$ cat config.mk
export PLATFORM = sky130hd
export DESIGN_NAME = mul_uart_frame_ctrl
export DESIGN_NICKNAME = d
export VERILOG_FILES = /design/src/rtl/mul_uart_frame_ctrl.sv
export SDC_FILE = /design/constraint.sdc
export NUM_CORES = 1
export LEC_CHECK = 0
export BUFFER_PORTS_ARGS = -buffer_cell sky130_fd_sc_hd__buf_2
export CAP_MARGIN = 20
export CORE_MARGIN = 1.5
export CORE_UTILIZATION = 45
export CTS_CLUSTER_DIAMETER = 150
export DETAILED_ROUTE_END_ITERATION = 6
export GPL_ROUTABILITY_DRIVEN = 0
export MAX_ROUTING_LAYER = met4
export PLACE_DENSITY = 0.7
export SLEW_MARGIN = 10
export SYNTH_ARGS = -nofsm -noshare
export SYNTH_HDL_FRONTEND = slang
export SYNTH_SLANG_ARGS = --single-unit
$ cat constraint.sdc
create_clock -name clk_int -period 3.68 [get_ports clk_int]
set_clock_uncertainty 0.15 [all_clocks]
set_input_delay 0.184 -clock clk_int [delete_from_list [all_inputs] [get_ports clk_int]]
set_output_delay 0.184 -clock clk_int [all_outputs]
set_load 0.1 [all_outputs]
$ cat src/rtl/mul_uart_frame_ctrl.sv
// Frame sequencer between a UART rx/tx pair and an 8-bit multiplier.
// Accepts a SYNC,A,B request and answers with a 5A,P_hi,P_lo,CHK response.
module mul_uart_frame_ctrl #(
    parameter int TIMEOUT_CYC = 2500,
    parameter int MUL_LAT     = 2
) (
    input  logic        clk_int,
    input  logic        reset,
    input  logic [7:0]  rx_data,
    input  logic        rx_valid,
    input  logic        tx_ready,
    output logic [7:0]  tx_data,
    output logic        tx_start,
    output logic [7:0]  mul_a,
    output logic [7:0]  mul_b,
    input  logic [15:0] mul_p,
    output logic        busy,
    output logic [7:0]  err_cnt
);

    localparam logic [7:0] REQ_SYNC = 8'hA5;
    localparam logic [7:0] RSP_SYNC = 8'h5A;

    localparam int TMO_W = $clog2(TIMEOUT_CYC + 1);
    localparam int LAT_W = $clog2(MUL_LAT + 1);
    localparam logic [TMO_W-1:0] TMO_LAST = TMO_W'(TIMEOUT_CYC - 1);
    localparam logic [LAT_W-1:0] LAT_LAST = LAT_W'(MUL_LAT - 1);

    typedef enum logic [2:0] {
        IDLE, GET_A, GET_B, CALC, LOAD, START, WAIT_BUSY, WAIT_DONE
    } state_t;

    state_t            state_q, state_d;
    logic [TMO_W-1:0]  tmo_cnt;
    logic [LAT_W-1:0]  lat_cnt;
    logic [1:0]        idx;
    logic [15:0]       prod_q;

    logic ld_a, ld_b, cap_p, ld_tx, fire, idx_inc, tmo_run, err_inc;

    function automatic logic [7:0] sat_inc(input logic [7:0] v);
        return (v == 8'hFF) ? 8'hFF : v + 8'd1;
    endfunction

    function automatic logic [7:0] rsp_byte(input logic [1:0] i, input logic [15:0] p);
        logic [7:0] b;
        case (i)
            2'd0:    b = RSP_SYNC;
            2'd1:    b = p[15:8];
            2'd2:    b = p[7:0];
            default: b = RSP_SYNC ^ p[15:8] ^ p[7:0];
        endcase
        return b;
    endfunction

    assign busy = (state_q != IDLE);

    always_ff @(posedge clk_int or posedge reset) begin
        if (reset) state_q <= IDLE;
        else       state_q <= state_d;
    end

    always_comb begin
        state_d = state_q;
        ld_a    = 1'b0;
        ld_b    = 1'b0;
        cap_p   = 1'b0;
        ld_tx   = 1'b0;
        fire    = 1'b0;
        idx_inc = 1'b0;
        tmo_run = 1'b0;
        err_inc = 1'b0;
        case (state_q)
            IDLE: begin
                if (rx_valid && rx_data == REQ_SYNC) state_d = GET_A;
            end
            // A repeated sync byte here is data, not a resync.
            GET_A: begin
                if (rx_valid) begin
                    ld_a    = 1'b1;
                    state_d = GET_B;
                end else if (tmo_cnt == TMO_LAST) begin
                    err_inc = 1'b1;
                    state_d = IDLE;
                end else begin
                    tmo_run = 1'b1;
                end
            end
            GET_B: begin
                if (rx_valid) begin
                    ld_b    = 1'b1;
                    state_d = CALC;
                end else if (tmo_cnt == TMO_LAST) begin
                    err_inc = 1'b1;
                    state_d = IDLE;
                end else begin
                    tmo_run = 1'b1;
                end
            end
            CALC: begin
                if (lat_cnt == LAT_LAST) begin
                    cap_p   = 1'b1;
                    state_d = LOAD;
                end
            end
            LOAD: begin
                ld_tx   = 1'b1;
                state_d = START;
            end
            START: begin
                if (tx_ready) begin
                    fire    = 1'b1;
                    state_d = WAIT_BUSY;
                end
            end
            // Wait for the transmitter to acknowledge by dropping ready, so a
            // stale ready level can never launch a second byte.
            WAIT_BUSY: begin
                if (!tx_ready) state_d = WAIT_DONE;
            end
            WAIT_DONE: begin
                if (tx_ready) begin
                    if (idx == 2'd3) begin
                        state_d = IDLE;
                    end else begin
                        idx_inc = 1'b1;
                        state_d = LOAD;
                    end
                end
            end
            default: state_d = IDLE;
        endcase
        if (rx_valid && (state_q == CALC || state_q == LOAD ||
                         state_q == START || state_q == WAIT_BUSY ||
                         state_q == WAIT_DONE))
            err_inc = 1'b1;
    end

    always_ff @(posedge clk_int or posedge reset) begin
        if (reset) begin
            tx_data  <= 8'h00;
            tx_start <= 1'b0;
            mul_a    <= 8'h00;
            mul_b    <= 8'h00;
            err_cnt  <= 8'h00;
            tmo_cnt  <= '0;
            lat_cnt  <= '0;
            idx      <= 2'd0;
        end else begin
            tx_start <= fire;
            if (ld_a)  mul_a   <= rx_data;
            if (ld_b)  mul_b   <= rx_data;
            if (ld_tx) tx_data <= rsp_byte(idx, prod_q);
            if (cap_p)        idx <= 2'd0;
            else if (idx_inc) idx <= idx + 2'd1;
            if (tmo_run) tmo_cnt <= tmo_cnt + 1'b1;
            else         tmo_cnt <= '0;
            if (state_q == CALC && !cap_p) lat_cnt <= lat_cnt + 1'b1;
            else                           lat_cnt <= '0;
            if (err_inc) err_cnt <= sat_inc(err_cnt);
        end
    end

    // Product is pure data; it is always written before it is read.
    always_ff @(posedge clk_int) begin
        if (cap_p) prod_q <= mul_p;
    end

endmodule

==> results summary <==
The clock edge transition at the registers on the reported setup and hold paths came out at 0.07 ns. The repair_antennas step left the layout with diodes totalling 0. The endpoint kind of the worst setup timing path is an output pin.

In the final design database the tool counted about 400 nets. The per-instance average area after synthesis is 11.7 um^2. The final layout contains routed wiring with a total length of 6180 um.

The sequential-to-total area share from yosys stat came out at 55.4%. At the pin with the least slew margin, the transition time is around 0.68 ns. Once the floorplan was initialized, standard cells occupied between 40% and 50% of the core. The number of global-route vias before repair is between 2000 and 2500. The H-tree depth reported by CTS is 3.

The data arrival time of the critical path is 1.71 ns. The clock network latency to the later pin of the worst-skew pair is about 0.34 ns. The post-layout utilization of the core came out at about three fifths. In the final timing run, aggregate negative setup slack is 0 ns.

Synthesis produced a netlist with a net count of a little over 300. TritonCTS built the clock tree. The standard cell core area is 0.00687 mm^2.

The detailed-placement wirelength estimate came out at between 4000 and 5000 um. The detailed router's first-iteration violation count is around 110. The number of I/O port buffers is between 60 and 70. The netlist uses 45 different library cells. Setup violations remaining at the end of the flow were counted as 0. The final-report max-slew violation count is 0. Clock tree synthesis selected as its root buffer the cell sky130_fd_sc_hd__clkbuf_8. The DRC violations left is 0. The maximum number of pins on one net before global-route repair came out at 31. The average vias per placed instance is ~5. The maximum fanout along the worst path is 16. The total non-filler cell area in the finished layout came out at roughly 0.0040 mm^2.

The final hold violation count came out at 0. In this run the count of I/O pins placed on the die edge is 62. The run finished with clean final reports.

The area of the mapped netlist came out at between 0.003 and 0.004 mm^2. The type of the worst setup path is reg -> out. In the synthesized netlist, the number of instances is 275. The most used flip-flop cell after synthesis is sky130_fd_sc_hd__dfrtp_1.

The cell row count is 30. The fraction of final layout cells sized beyond drive strength 1 came out at slightly above 30%. The minimum setup slack after placement is about 1.7 ns. The number of buffers on the longest clock path came out at 2. The required time reported for the critical path endpoint came out at about 3.4 ns. The post-route minimum period came out at between 2 and 2.5 ns. The total number of clock tree sinks is 68. Setup repair after global routing left no endpoint under its margin. The worst setup path is launched from a flop. The initial antenna violation count came to 0. The flop and latch count out of synthesis is 68. The number of gates resized after CTS was 0. The first-pass iteration count of the detailed router is 4.

Once the clock tree was built, the setup fixing pass inserted 0 buffers. For this run, the top clock speed supported by timing is just under 0.5 GHz. Counting flops with a built-in enable in the synthesized netlist gives 16. The horizontal die dimension came out at ~88 um. The floorplan step set the die height to between 80 and 90 um. The placed standard-cell area is roughly 0.0036 mm^2. The layout-stage area growth over the synthesis result came out at 25.6%.

In the global route stage, overall resource usage came out at between 15 and 20%. For this run the aggregate overflow at the end of global routing stands at 0. The share of flip-flops with an asynchronous set or reset after synthesis is 76.5%.

The die covers between 0.007 and 0.008 mm^2. Max-cap violations in this run came to 0. The final worst-path setup slack is ~1.6 ns. The clock buffer count from CTS came out at 9. Leaving out fill and tap cells, the most frequent cells in the layout are sky130_fd_sc_hd__buf_2, sky130_fd_sc_hd__dfrtp_1, sky130_fd_sc_hd__dlygate4sd3_1. In this run the tightest slew margin relative to its limit is a little over half. In the final routed layout, each cell accounts on average for approximately 13 um.

The number of warnings printed during yosys synthesis came out at 0. In the finished design, the share of the clock period the worst path needs comes to about 56%. The library cell used most frequently in the layout, excluding fill and tap cells, is sky130_fd_sc_hd__buf_2. The total vias in the final route came out at roughly 2400. The first-pass GRT wire length is approximately 10000 um. The number of nets with antenna violations after routing is 0.

The type of the most critical hold path is in -> reg.
-- cell families (layout without fill, tap and decap cells) --
kind of cell             count (synthesis)  count (layout)  share of synthesized area [%]
XOR/XNOR                                19              19                           5.41
adder cells (fa/ha/maj)                  7               7                           2.72
buffers and inverters                   20             112                           2.84
flip-flops                              68              68                           55.4
multiplexers                            26              26                           9.06
AND/OR/NAND/NOR                         93              93                           15.9
AO/OA/AOI/OAI                           42              42                           8.63
-- worst max-delay path, stage by stage, from the launching register on --
cell	delay [ns]
sky130_fd_sc_hd__dfrtp_1	0.57
sky130_fd_sc_hd__or3_1	0.48
sky130_fd_sc_hd__buf_2	0.31
-- metal layers --
metal	up-vias	global-route usage [%]	routed length, um
li1	1169	-	-
met2	52	29.2	3120
met4	0	6.06	104
met5	-	-	0
met1	1124	20.8	2690
met3	14	6.31	259
-- final cells by class --
class	count	area, um^2
Fill cell	579	2830
Sequential cell	68	1780
Multi-Input combinational cell	187	1350
Timing Repair Buffer	89	581
Clock buffer	11	131
Tap cell	96	120
Clock inverter	5	52.6
Inverter	7	26.3
-- through the flow --
step	instances	hold slack [ns]
floorplan	275	0.133
global placement	421	0.0747
detailed placement	421	0.0825
CTS	463	0.171
global route	463	0.234
finish	463	0.204
-- cell usage after synthesis (6+ instances only) --
master	number	area share, %
sky130_fd_sc_hd__a21oi_1	7	1.1
sky130_fd_sc_hd__a221oi_1	8	2.2
sky130_fd_sc_hd__dfrtp_1	52	40
sky130_fd_sc_hd__edfxtp_1	16	15
sky130_fd_sc_hd__ha_1	7	2.7
sky130_fd_sc_hd__inv_1	6	0.70
sky130_fd_sc_hd__mux2_2	25	8.8
sky130_fd_sc_hd__nand2_1	22	2.6
sky130_fd_sc_hd__nand3_1	14	2.2
sky130_fd_sc_hd__nand4_1	6	1.2
sky130_fd_sc_hd__nor2_1	19	2.2
sky130_fd_sc_hd__o21ai_0	7	1.1
sky130_fd_sc_hd__xnor2_1	13	3.5
-- flip-flops by register name, summed over array words and instances (netlist names) --
register and cells:
prod_q 16, tmo_cnt 12, err_cnt 8, mul_a 8
mul_b 8, tx_data 8, state_q 3, idx 2
lat_cnt 2, tx_start 1
-- path summary, 6_finish.rpt --
check | start | end | slack, ns | cells after the start
setup / recovery | state_q[2] | busy | 1.64 | 2
hold / removal | rx_valid | state_q[1] | 0.20 | 3
setup reg to reg | state_q[1] | mul_b[2] | 1.72 | 3
hold reg to reg | lat_cnt[0] | lat_cnt[0] | 0.30 | 1
max in group asynchronous | reset | lat_cnt[1] | 2.35 | 4
min in group asynchronous | reset | tmo_cnt[8] | 0.27 | 3
-- repair_timing --
| action | CTS | global route |
|---|---|---|
| hold buffers | 26 | 0 |
| setup endpoints to repair | 0 | 0 |
| hold endpoints to repair | 55 | 0 |
Power is left out: the tool's default activity adds up to more than one toggle a clock period on the data nets, which glitch-free logic cannot reach.
